**src/rtl/ram_port_arbiter.sv**
```systemverilog
// Two-master req/gnt arbiter in front of the single-port data RAM, with a grant watchdog.
// Define ARB_ROUND_ROBIN_EN for round-robin tie-breaking; otherwise M1 wins ties.
module ram_port_arbiter #(
    parameter int unsigned TIMEOUT_CYCLES = 15
) (
    input  logic        clk_i,
    input  logic        rst_i,
    input  logic        m0_req_i,
    input  logic [31:0] m0_addr_i,
    output logic        m0_gnt_o,
    output logic [31:0] m0_rdata_o,
    input  logic        m1_req_i,
    input  logic        m1_we_i,
    input  logic [1:0]  m1_hb_i,
    input  logic        m1_uload_i,
    input  logic [31:0] m1_addr_i,
    input  logic [31:0] m1_wdata_i,
    output logic        m1_gnt_o,
    output logic [31:0] m1_rdata_o,
    output logic        ram_ce_o,
    output logic        ram_req_o,
    input  logic        ram_gnt_i,
    output logic        ram_we_o,
    output logic [1:0]  ram_hb_o,
    output logic        ram_uload_o,
    output logic [31:0] ram_addr_o,
    output logic [31:0] ram_wdata_o,
    input  logic [31:0] ram_rdata_i,
    output logic        err_o
);

    typedef enum logic {IDLE, BUSY} state_t;

    localparam logic [7:0] WDOG_LAST = 8'(TIMEOUT_CYCLES - 1);

    state_t      state;
    logic        owner;
    logic        last;
    logic        err;
    logic [7:0]  wdog;
    logic        tie_pick;
    logic        winner;
    logic        busy;
    logic        expired;
    logic        done;
    logic [31:0] rdata_sel;

    always_comb begin
`ifdef ARB_ROUND_ROBIN_EN
        tie_pick = ~last;
`else
        // last is kept current in both modes; fixed priority always picks M1.
        tie_pick = last | 1'b1;
`endif
        winner = (m0_req_i && m1_req_i) ? tie_pick : m1_req_i;
    end

    // NOTE: sequential state uses non-blocking assignments so every register samples pre-edge values.
    always_ff @(posedge clk_i or posedge rst_i) begin
        if (rst_i) begin
            state <= IDLE;
            owner <= 1'b0;
            wdog  <= 8'd0;
            err   <= 1'b0;
            last  <= 1'b0;
        end else begin
            case (state)
                IDLE: begin
                    if (m0_req_i || m1_req_i) begin
                        owner <= winner;
                        wdog  <= 8'd0;
                        state <= BUSY;
                    end
                end
                BUSY: begin
                    if (ram_gnt_i) begin
                        state <= IDLE;
                        last  <= owner;
                    end else if (wdog == WDOG_LAST) begin
                        state <= IDLE;
                        err   <= 1'b1;
                    end else begin
                        wdog <= wdog + 8'd1;
                    end
                end
                default: state <= IDLE;
            endcase
        end
    end

    assign busy    = (state == BUSY);
    assign expired = busy && !ram_gnt_i && (wdog == WDOG_LAST);
    assign done    = (busy && ram_gnt_i) || expired;

    assign ram_req_o = busy;
    assign ram_ce_o  = busy;
    assign err_o     = err;

    // A watchdog release returns zero data rather than whatever the RAM has on its bus.
    assign rdata_sel  = (busy && ram_gnt_i) ? ram_rdata_i : 32'h0;
    assign m0_gnt_o   = done && !owner;
    assign m1_gnt_o   = done && owner;
    assign m0_rdata_o = m0_gnt_o ? rdata_sel : 32'h0;
    assign m1_rdata_o = m1_gnt_o ? rdata_sel : 32'h0;

    // NOTE: every always_comb output gets a default first so no latch is inferred.
    always_comb begin
        ram_we_o    = 1'b0;
        ram_hb_o    = 2'b00;
        ram_uload_o = 1'b0;
        ram_addr_o  = 32'h0;
        ram_wdata_o = 32'h0;
        if (busy) begin
            if (owner) begin
                ram_we_o    = m1_we_i;
                ram_hb_o    = m1_hb_i;
                ram_uload_o = m1_uload_i;
                ram_addr_o  = m1_addr_i;
                ram_wdata_o = m1_wdata_i;
            end else begin
                ram_hb_o   = 2'b10;
                ram_addr_o = m0_addr_i;
            end
        end
    end

endmodule
```
**config.mk**
```make
export PLATFORM = sky130hd
export DESIGN_NAME = ram_port_arbiter
export DESIGN_NICKNAME = d
export VERILOG_FILES = /design/src/rtl/ram_port_arbiter.sv
export SDC_FILE = /design/constraint.sdc
export NUM_CORES = 1
export LEC_CHECK = 0
export CORE_AREA = 10 10 99 101
export CTS_BUF_LIST = sky130_fd_sc_hd__clkbuf_16
export DETAILED_ROUTE_END_ITERATION = 7
export DIE_AREA = 0 0 109 111
export GPL_TIMING_DRIVEN = 0
export MAX_ROUTING_LAYER = met4
export PLACE_DENSITY_LB_ADDON = 0.15
export REMOVE_ABC_BUFFERS = 1
export SYNTH_ARGS = -nofsm -noshare
export SYNTH_HDL_FRONTEND = slang
export SYNTH_SLANG_ARGS = --single-unit
export TNS_END_PERCENT = 100
```
**constraint.sdc**
```tcl
create_clock -name clk_i -period 4.21 [get_ports clk_i]
set_input_delay 1.263 -clock clk_i [delete_from_list [all_inputs] [get_ports clk_i]]
set_output_delay 1.263 -clock clk_i [all_outputs]
set_load 0.02 [all_outputs]
```
==> results of run 1 <==
## cells by family after synthesis
family | after synthesis | synth area share (%)
and+or+nand+nor | 157 | 51.85
muxes | 36 | 18.64
buffers and inverters | 33 | 7.767
AOI/OAI and AO/OA | 16 | 6.213
DFF | 11 | 14.24
adders and majority gates | 2 | 1.294
## flip-flops by register name, summed over array words and instances, names as in the netlist
name / flops
wdog: 8
err_o: 1
owner: 1
ram_ce_o: 1
## critical path, delay by kind of cell
family / cells / cell delay (ns)
buffers and inverters: 2 / 0.90
and+or+nand+nor: 2 / 0.62
## layer usage
layer	part of all wire, %	track usage (%)	wire length (um)
met2	53	36.97	6977
met1	36	21.66	4813
met3	9.0	5.291	1188
met5	0	-	0
met4	2.1	4.661	276
## cells in the mapped netlist (3+ instances only)
cell,n
sky130_fd_sc_hd__clkbuf_2,6
sky130_fd_sc_hd__mux2i_1,36
sky130_fd_sc_hd__dfrtp_1,11
sky130_fd_sc_hd__buf_2,6
sky130_fd_sc_hd__and2_1,33
sky130_fd_sc_hd__o21ai_0,3
sky130_fd_sc_hd__nor2b_1,32
sky130_fd_sc_hd__buf_4,3
sky130_fd_sc_hd__and3_1,67
sky130_fd_sc_hd__nand3_1,5
sky130_fd_sc_hd__inv_1,5
sky130_fd_sc_hd__nand2_1,8
sky130_fd_sc_hd__clkbuf_1,13
## worst max path at each step
| stage | to | slack [ns] | cells after the start |
|---|---|---|---|
| after global placement | m0_rdata_o[0] | -1.14 | 4 |
| final | m0_rdata_o[0] | 0.15 | 4 |
| after detailed placement | m0_rdata_o[0] | -1.18 | 4 |
| after CTS | m0_rdata_o[0] | 0.13 | 4 |
| after global routing | m1_rdata_o[18] | 0.04 | 3 |
| after floorplan | m1_rdata_o[0] | 0.40 | 2 |
## report_power, final
part           switching, mW  total (mW)  internal [mW]
Clock                 0.0472       0.173          0.126
Sequential            0.0647       0.190          0.125
Combinational          0.643        1.32          0.672
## layout make-up
type	count	area, um^2	area share, %
inverter	5	18.77	0.3918
timing repair buffer	275	2770	57.84
multi-input combinational	211	1511	31.56
clock inverter	1	5.005	0.1045
clock buffer	3	75.07	1.567
tap	105	131.4	2.743
sequential	11	277.8	5.799
## timing repair
action / 4_1_cts / 5_1_grt
hold buffers: 0 / 0
resized for setup: 8 / 0
setup endpoints to repair: 66 / 0
## per-stage QoR
step / setup TNS (ns) / cell area [um^2]
finish: 0 / 4790
global route: 0 / 4790
CTS: 0 / 4790
detailed placement: -49.44 / 4708
global placement: -85.83 / 4666
floorplan: 0 / 1802
==> summary.md, run 1 <==
The clock drives 11 sinks. Max-cap violations in this run came to 0. The share of the synthesized area in the top cell type was 21.68%. The analysis attributes to cell leakage a power of 2.151 nW.

Minimum period implied by the final worst setup slack: 4.059 ns. The number of synthesized flops with an enable pin is 0, and the number of detailed-route iterations in the first pass is 4. Prior to clock tree synthesis, the placed netlist has a worst setup slack of -1.180 ns.

After synthesis, the mean cell area works out to 7.581 um^2. The detail-routed via count per cell is 4.565. Fill cells in the final layout number 704. Total power for the finished layout comes to 1.678 mW. From bottom edge to top edge, the die measures 111 um. Summing every instance area after synthesis gives 1933 um^2.

The floorplan step defined a die boundary enclosing 12100 um^2. The kind of path behind the tightest hold check was reg -> reg. The maximum net fanout on the critical path was 37; the worst-case setup margin in the final layout was 0.1507 ns. The tools report the category of the worst setup path capture point as an output pin. In this design, the stage delay of the slowest critical-path cell is 0.62 ns.

The via count of the first global-routing pass was 2648; the share of post-route cells with drive strength above 1 was 3.162%. For the clock network latency to the later pin of the worst-skew pair, the log shows 0.24 ns. For hold timing, the worst endpoint is err_o$_DFFE_PP0P_.

Power spread over the standard cell area amounts to 350.3 nW/um^2. Clock skew on the completed layout was measured at 0.003509 ns. Wires add up to 13.26 mm. The worst-case vdd ir drop was 0.3659 mV; the warning count from the yosys run was 0. The floorplan has 33 rows. The number of antenna diodes in the final layout is 0. For the sum of overflow across all layers after global routing, the log shows 0. Source of the worst hold timing path: err_o$_DFFE_PP0P_. Across all hold checks on the routed design, the worst slack comes to 0.4884 ns.

The number of flip-flops and latches in the synthesized netlist is 11, and the final layout net count is 646. The critical path data required time was 2.95 ns; the number of port buffers was 273. Initial standard-cell utilization of the core: 24.26%. The critical path goes through buf_4 > and3b_4 > and2_1 > clkdlybuf4s50_1. The number of antenna violations at the first check in global routing was 0; the pin slew with the least headroom to its limit was 0.9551 ns.

The clock passes through at most 2 buffers. The tools report the arrival time at the worst endpoint as 2.80 ns. Derived from the worst setup path, the maximum achievable clock frequency is 0.2464 GHz. The final cell count without fillers is 611. For the total DRC errors in the routed layout, the log shows 0. In this run the critical register-to-register path is captured at wdog[4]$_DFFE_PP0P_.

In the synthesized netlist, the number of instances is 255. The setup check on the worst reg-to-reg path leaves a slack of 2.64 ns. The run gives 68 as the maximum number of pins on one net before global-route repair. Once layout is complete, the utilization of the core stands at 60.10%. The synthesized design spends more area on one cell type than any other, namely sky130_fd_sc_hd__and3_1.

The library cell used most frequently in the layout, excluding fill and tap cells, is sky130_fd_sc_hd__clkdlybuf4s50_1. The worst setup path is launched from an input port. Buffers added to address setup during post-CTS repair amount to 0.

The worst setup path is of the in -> out kind. The total track usage was 20.55%. The most critical setup path has its startpoint at ram_gnt_i. The detailed router finished its first iteration with 132 violations. The first-pass GRT wire length came out at 18.62 mm. The final route contains 2789 vias. The TritonCTS buffer count came out at 3.

The depth of the worst register-to-register path is 4, and the number of cells after detailed placement is 607. The run gives 274 as the I/O pin total. Setup repair after global routing left no endpoint under its margin. The die width was 109 um; the number of max-slew violations in the final report was 0. The share of synthesized area occupied by flip-flops and latches was 14.24%. The cell sitting at the root of the clock tree is a sky130_fd_sc_hd__clkbuf_16. The run finished with clean final reports.

In the layout the commonest cells are 272 x sky130_fd_sc_hd__clkdlybuf4s50_1, 67 x sky130_fd_sc_hd__and3_1, 36 x sky130_fd_sc_hd__mux2i_1. For this run, the leading register cell type out of synthesis is sky130_fd_sc_hd__dfrtp_1. The clock edge transition at the registers on the reported setup and hold paths is 0.04 ns. Sorting the synthesized cells by area gives the leading types as sky130_fd_sc_hd__and3_1 22%, sky130_fd_sc_hd__mux2i_1 19%, sky130_fd_sc_hd__dfrtp_1 14%.

Synthesis instantiated 35 different standard cells from the library. The library cell contributing the largest single delay on the critical path was sky130_fd_sc_hd__clkdlybuf4s50_1. The number of setup violations in the final report came out at 0. The number of H-tree branching levels was 1. In the final routed layout, each cell accounts on average for 21.70 um.

The start of the worst register-to-register path is ram_ce_o$_DFF_PP0_. The count of nets left with antenna violations once routing finished came out at 0. The final hold violation count was 0; the post-synthesis async set-or-reset flop share was 100.0%. The floorplan step defined a core boundary enclosing 7969 um^2. TritonCTS built the clock tree.

The wire-length estimate of the detail-placed layout is 11.27 mm. After layout, the worst path uses 96.42% of the clock period. The instance count along the most critical hold path was 1; the normalized max-slew margin was 36.32%. Relative to the synthesized area, the layout overhead comes to 147.8%.

Routability-driven placement finished with a final weighted congestion of 0.8722.
Note: power is estimated with default switching activity, not from simulation.
==> inputs of run 2 (changes only) <==
CORE_AREA = 2 2 108 110   (was 10 10 99 101)
DIE_AREA = 0 0 110 112   (was 0 0 109 111)
SKIP_LAST_GASP = 1   (was default)
==> run 2 against run 1 <==
  * Maximum frequency down 0.25%
  * Clock power about the same
  * Routed wire length down 20%
  * Critical path depth down 1
  * Power down 1.3%
  * Clock skew about the same
  * Worst hold slack worse by 0.013 ns
  * Non-clock buffer count unchanged
  * Critical path type is now reg -> out
  * Critical endpoint is now m1_rdata_o[18]
  * Largest cell class unchanged
==> summary.md, run 2 (synthesized netlist as in run 1, its figures left out) <==
Highest attainable clock frequency: 0.2457 GHz. The top cell types in the final layout, fill and taps aside, are 272 x sky130_fd_sc_hd__clkdlybuf4s50_1, 67 x sky130_fd_sc_hd__and3_1, 36 x sky130_fd_sc_hd__mux2i_1. Summing all placed instances gives a cell area of 4756 um^2. The clock passes through at most 2 buffers.

The maximum net fanout on the critical path was 33; the share of post-route cells with drive strength above 1 was 2.964%. The number of clock buffers added by TritonCTS is 3. The worst pin sits at a relative slew slack of 31.51%.

274 I/O pins were placed. The clock tree root buffer cell is sky130_fd_sc_hd__clkbuf_16. After detailed routing, the number of vias per cell comes to 4.231.

The register with the most flip-flops in the layout has 8 of them. The count of fill cells added during filler insertion is 1161. The run gives 2.152 nW as the standby leakage power. In this run the tool buffered the top-level ports with 273 buffer cells.

The register with the most flip-flops was wdog. In the routed design, unresolved DRC markers number 0. The placeable core region is 11170 um^2. The die area was 12320 um^2. The number of sinks on the clock net is 11. For this configuration, the core starts out at a cell density of 17.30%. For the total detailed-routing wirelength, the log shows 10.62 mm. The worst-case vdd ir drop was 0.3382 mV; the post-CTS setup repair buffer count was 0.

The routability congestion estimate from global placement is 0.8349. Data on the critical path is required at its endpoint by 2.95 ns. For the number of violations reported at the end of detailed-routing iteration 0, the log shows 102. The total power density per cell area is 342.6 nW/um^2. The flow ran to the end, and the final reports show no timing, DRC or antenna violations. The repair_antennas step left the layout with diodes totalling 0. The number of detailed-route iterations in the first pass is 4, and the depth of the worst register-to-register path is 5. The number of H-tree branching levels is 1. The pin slew with the least headroom to its limit is 1.027 ns. For this run, the number of standard cells in the final layout without fillers is 649. Clock-pin slew was measured on the worst setup and hold paths at 0.04 ns. The final instance area was 4836 um^2. The die width came out at 110 um. The critical path is of the reg -> out type. The sum of overflow across all layers after global routing is 0. Global routing used 16.00% of the available tracks across all layers.

Once detailed placement completed, the half-perimeter wirelength came to 8.749 mm. The clock period could shrink to 4.069 ns. The run gives 0 as the number of max-slew violations in the final report. Setup repair after global routing left no endpoint under its margin.

TritonCTS built the clock tree. The kind of launch point of the worst setup path is a register. The signal on the critical path passes through and2_1 > and3_1 > clkdlybuf4s50_1.

The via count of the first global-routing pass is 2514, and the worst stage delay on the critical path is 0.90 ns. The number of antenna violations at the first check in global routing was 0; the largest clock skew in the final design was 0.003814 ns. Setup violations remaining at the end of the flow were counted as 0. The worst setup path is captured at an output pin. The maximum number of pins on one net before global-route repair was 68; the instance count along the most critical hold path was 1. For this block, the via count after detailed routing is 2746. The run gives 2.81 ns as the arrival time at the worst endpoint. On the critical path, the stage with the largest delay is an instance of sky130_fd_sc_hd__and2_1. The number of placed instances, taps included, is 645. Across the run, the number of max-cap violations was 0. The first global-routing pass estimated 14.99 mm of wire. The worst hold path belongs to the class reg -> reg. The antenna violation net count after detailed routing is 0.

The clock network latency to the later pin of the worst-skew pair was 0.24 ns. The floorplan step set the die height to 112 um. The run gives 646 as the final layout net count.

Post-synthesis to final-layout area growth: 150.2%. The final critical path takes up 96.66% of the cycle. The final hold violation count is 0, and the average routed wire per standard cell is 16.37 um. The number of placement rows is 39. The library cell used most frequently in the layout, excluding fill and tap cells, is sky130_fd_sc_hd__clkdlybuf4s50_1.
==> run 2: cell types whose count changed in the layout (fill, tap and decap cells not counted) <==
cell                       delta
sky130_fd_sc_hd__clkinv_2     -1
sky130_fd_sc_hd__inv_1        +1
==> run 2: final timing paths <==
path / start / end / slack (ns)
max: owner$_DFFE_PP0P_ / m1_rdata_o[18] / 0.14
min: err_o$_DFFE_PP0P_ / err_o$_DFFE_PP0P_ / 0.48
max reg2reg: wdog[0]$_DFFE_PP0P_ / wdog[4]$_DFFE_PP0P_ / 2.77
min reg2reg: err_o$_DFFE_PP0P_ / err_o$_DFFE_PP0P_ / 0.48
max in group asynchronous: rst_i / ram_ce_o$_DFF_PP0_ / 2.56
min in group asynchronous: rst_i / wdog[7]$_DFFE_PP0P_ / 1.32
==> run 2: routing by layer <==
| layer | vias up | routed length (um) | global-route usage (%) |
|---|---|---|---|
| met3 | 8 | 772 | 2.518 |
| met5 | - | 0 | - |
| met1 | 1255 | 4120 | 18.24 |
| li1 | 1388 | - | - |
| met2 | 95 | 5638 | 29.49 |
| met4 | 0 | 91 | 2.278 |
==> run 2: worst max-delay path, delay by kind of cell (launching register included) <==
family / cells / cell delay (ns)
simple gates: 2 / 1.15
flops: 1 / 0.72
buf+inv: 1 / 0.68
==> run 2: area by class of cell <==
| cell class | count | area, um^2 | area share (%) |
|---|---|---|---|
| timing repair buffer | 275 | 2770 | 57.28 |
| multi-input combinational | 211 | 1511 | 31.25 |
| sequential | 11 | 277.8 | 5.744 |
| tap | 143 | 178.9 | 3.700 |
| clock buffer | 3 | 75.07 | 1.552 |
| inverter | 5 | 18.77 | 0.3881 |
| clock inverter | 1 | 3.754 | 0.07762 |
==> run 2: report_power, final <==
part	switching, mW	leakage (nW)	internal (mW)
sequential	0.0638	0.144	0.125
combinational	0.621	1.97	0.673
clock	0.0493	0.0423	0.125
total	0.734	2.15	0.923
==> run 2: metrics by stage <==
stage | util [%] | total power [mW] | hold WS [ns] | setup slack [ns] | TNS (ns)
floorplan | - | 0.8196 | 0.4865 | 0.4020 | 0
global placement | 42.18 | 1.481 | 0.4706 | -1.188 | -90.55
detailed placement | 42.56 | 1.496 | 0.4709 | -1.235 | -51.94
CTS | 43.28 | 1.673 | 0.4787 | 0.1312 | 0
global route | 43.28 | 1.753 | 0.5335 | 0.03318 | 0
finish | 43.28 | 1.657 | 0.4754 | 0.1407 | 0
==> run 2: what timing repair did <==
action	CTS	global route
endpoints found under the setup margin	66	0
resized for setup	8	0
hold buffers	0	0
==> edit, RTL diff (flow settings as in run 2) <==
The option `ARB_ROUND_ROBIN_EN` is turned on by a define.
--- a/src/rtl/ram_port_arbiter.sv
+++ b/src/rtl/ram_port_arbiter.sv
@@ -1,5 +1,7 @@
 // Two-master req/gnt arbiter in front of the single-port data RAM, with a grant watchdog.
 // Define ARB_ROUND_ROBIN_EN for round-robin tie-breaking; otherwise M1 wins ties.
+`define ARB_ROUND_ROBIN_EN
+
 module ram_port_arbiter #(
     parameter int unsigned TIMEOUT_CYCLES = 15
 ) (
Check against the original RTL: not equivalent (a bounded check fails within 4 cycles, from zero or initial values and one cycle with rst_i high).
==> edit against run 2 <==
Register-to-register slack lost 0.94 ns. Cell area is essentially flat. Critical path depth grew 2. Total power grew 10%. Maximum frequency grew 0.20%. Sequential cell count grew 1. Highest routed layer unchanged. Utilization is essentially flat. Critical endpoint is now m0_rdata_o[2]. Largest power group unchanged. Synthesized area shrank 3.9%. Routed wire length grew 4.0%. Global-route usage grew 1.1 points. Worst setup slack gained 0.0082 ns.
==> edit: results (changes against run 2) <==
===================================================================================
Worst hold path cell count                                                        1   unchanged
Root buffer cell                                                       sky130_fd_sc_hd__clkbuf_16
Reg-to-reg setup timing slack                                               1.83 ns   -0.94 ns
Number of cells in the design after placement                                   650   +0.78%
Worst r2r src                                                              ram_ce_o
Clock Pin Slew Worst Setup and Hold Paths                                   0.04 ns   about the same
Antenna violations before repair                                                  0   unchanged
Crit-path leading delay family                                         buffers and inverters
Sequential cell area fraction in the yosys report                             16.2%   +1.9 points
First-pass GRT wire length                                                 15700 um   +4.8%
Crit path launch                                                          ram_gnt_i
Capture endpoint of the worst hold path                                       err_o
Port bufs                                                                       273   unchanged
Final RePlAce weighted congestion                                             0.871   +4.3%
Detailed-routing iteration count for the pre-antenna-repair pass                  4   unchanged
N_diodes                                                                          0   unchanged
Switching portion of total power                                              46.1%   +1.8 points
Worst Path Arrival                                                          2.80 ns   about the same
End of the worst register-to-register path                                  wdog[7]
VDD IR-drop max                                                          0.000183 V   -46%
Hold path startpoint                                                          err_o
Yosys warning count                                                               0   unchanged
Async SR Flop Fraction                                                         100%   unchanged
Post-DP HPWL                                                                8440 um   -3.5%
Detail-routed via count per cell                                               4.29   +1.4%
Vias in the first global route                                                 2706   +7.6%
Leading cell types by count after synthesis                            sky130_fd_sc_hd__and3_1, sky130_fd_sc_hd__nor2_1, sky130_fd_sc_hd__mux2i_1
Register containing the most flip-flops in the final layout                    wdog
Number of buffers on the longest clock path                                       2   unchanged
Maximum fanout along the worst path                                              39   +18%
Flip-flop count of the largest register after layout                              8   unchanged
Delay of the slowest critical-path stage                                    0.62 ns   -0.28 ns
Leakage power of the design                                                 2.13 nW   -1.2%
Final worst hold slack                                                     0.452 ns   -0.0236 ns
Most area-consuming cells after synthesis                              sky130_fd_sc_hd__and3_1, sky130_fd_sc_hd__mux2i_1, sky130_fd_sc_hd__dfrtp_1
Total cell area at the placement stage                                    4670 um^2   -1.9%
Drt first-iter violations                                                       145   +42%
DP Worst Slack                                                             -1.80 ns   -0.568 ns
Largest net degree at the start of global routing                                46   -32%
All-layer global routing usage                                                17.1%   +1.1 points
Worst skew pair latency                                                     0.24 ns   about the same
Slew Limit Headroom                                                           45.3%   +14 points
Cell at the slowest stage of the critical path                         sky130_fd_sc_hd__clkdlybuf4s50_1
Max H-tree Level                                                                  1   unchanged
Post-synthesis average cell area                                          7.11 um^2   -6.2%
Reg2reg path depth                                                                3   -2
Share of cells above drive strength 1                                         4.80%   +1.8 points
Fin nets                                                                        661   +2.3%
Worst Skew                                                               0.00644 ns   +0.00263 ns
Final routed wire length divided by cell count                              16.6 um   +1.7%
Worst min-delay path category                                               reg2reg
Count of placed standard cells in the final layout, fillers left out            664   +2.3%
Result of the run                                                         completed
Synth Flop Type                                                        sky130_fd_sc_hd__dfrtp_1
Distinct cell type count after synthesis                                         37   +5.7%
===================================================================================
-- edit: area by class of cell --
type,instances,area [um^2]
clock buffers,3,75.1
clock inverters,1,3.75
fillers,1155,6340
inverters,5,22.5
multi-input cells,217,1430
flip-flops and latches,12,303
well taps,143,179
repair buffers,281,2800
repair inverters,2,12.5
-- edit: logic make-up after synthesis --
kind of cell / after synthesis / share of synthesized area, %
buffers and inverters: 33 / 7.68
and+or+nand+nor: 165 / 50.3
AOI/OAI and AO/OA: 16 / 6.67
muxes: 33 / 17.8
adders and majority gates: 2 / 1.35
DFF: 12 / 16.2
-- edit: worst max path at each step --
stage / end / slack [ns] / cells after the start
global route: m0_rdata_o[24] / 0.03 / 5
floorplan: m1_gnt_o / 0.14 / 2
CTS: m0_rdata_o[15] / 0.14 / 5
global placement: m0_rdata_o[30] / -1.70 / 4
detailed placement: m0_rdata_o[30] / -1.80 / 4
finish: m0_rdata_o[2] / 0.15 / 5
-- edit: per-layer routing --
metal / vias to the layer above / wire [um] / GRT usage [%]
met3: 14 / 635 / 2.63
met4: 0 / 184 / 3.80
met1: 1299 / 4340 / 19.5
met5: - / 0 / -
li1: 1438 / - / -
met2: 98 / 5890 / 30.8
-- edit: power by group through the flow --
stage	clock, mW	sequential, mW	combinational (mW)
floorplan	0	0.249	0.650
global placement	0	0.289	1.33
detailed placement	0	0.242	1.38
CTS	0.177	0.250	1.42
global route	0.182	0.263	1.49
finish	0.172	0.247	1.41
-- edit: repair_timing --
item / 4_1_cts / 5_1_grt
endpoints found under the setup margin: 99 / 5
gates resized for setup: 12 / 1
pin swaps: 2 / 0
cloned: 3 / 0
buffers inserted: 7 / 0
endpoints found under the hold margin: 0 / 0
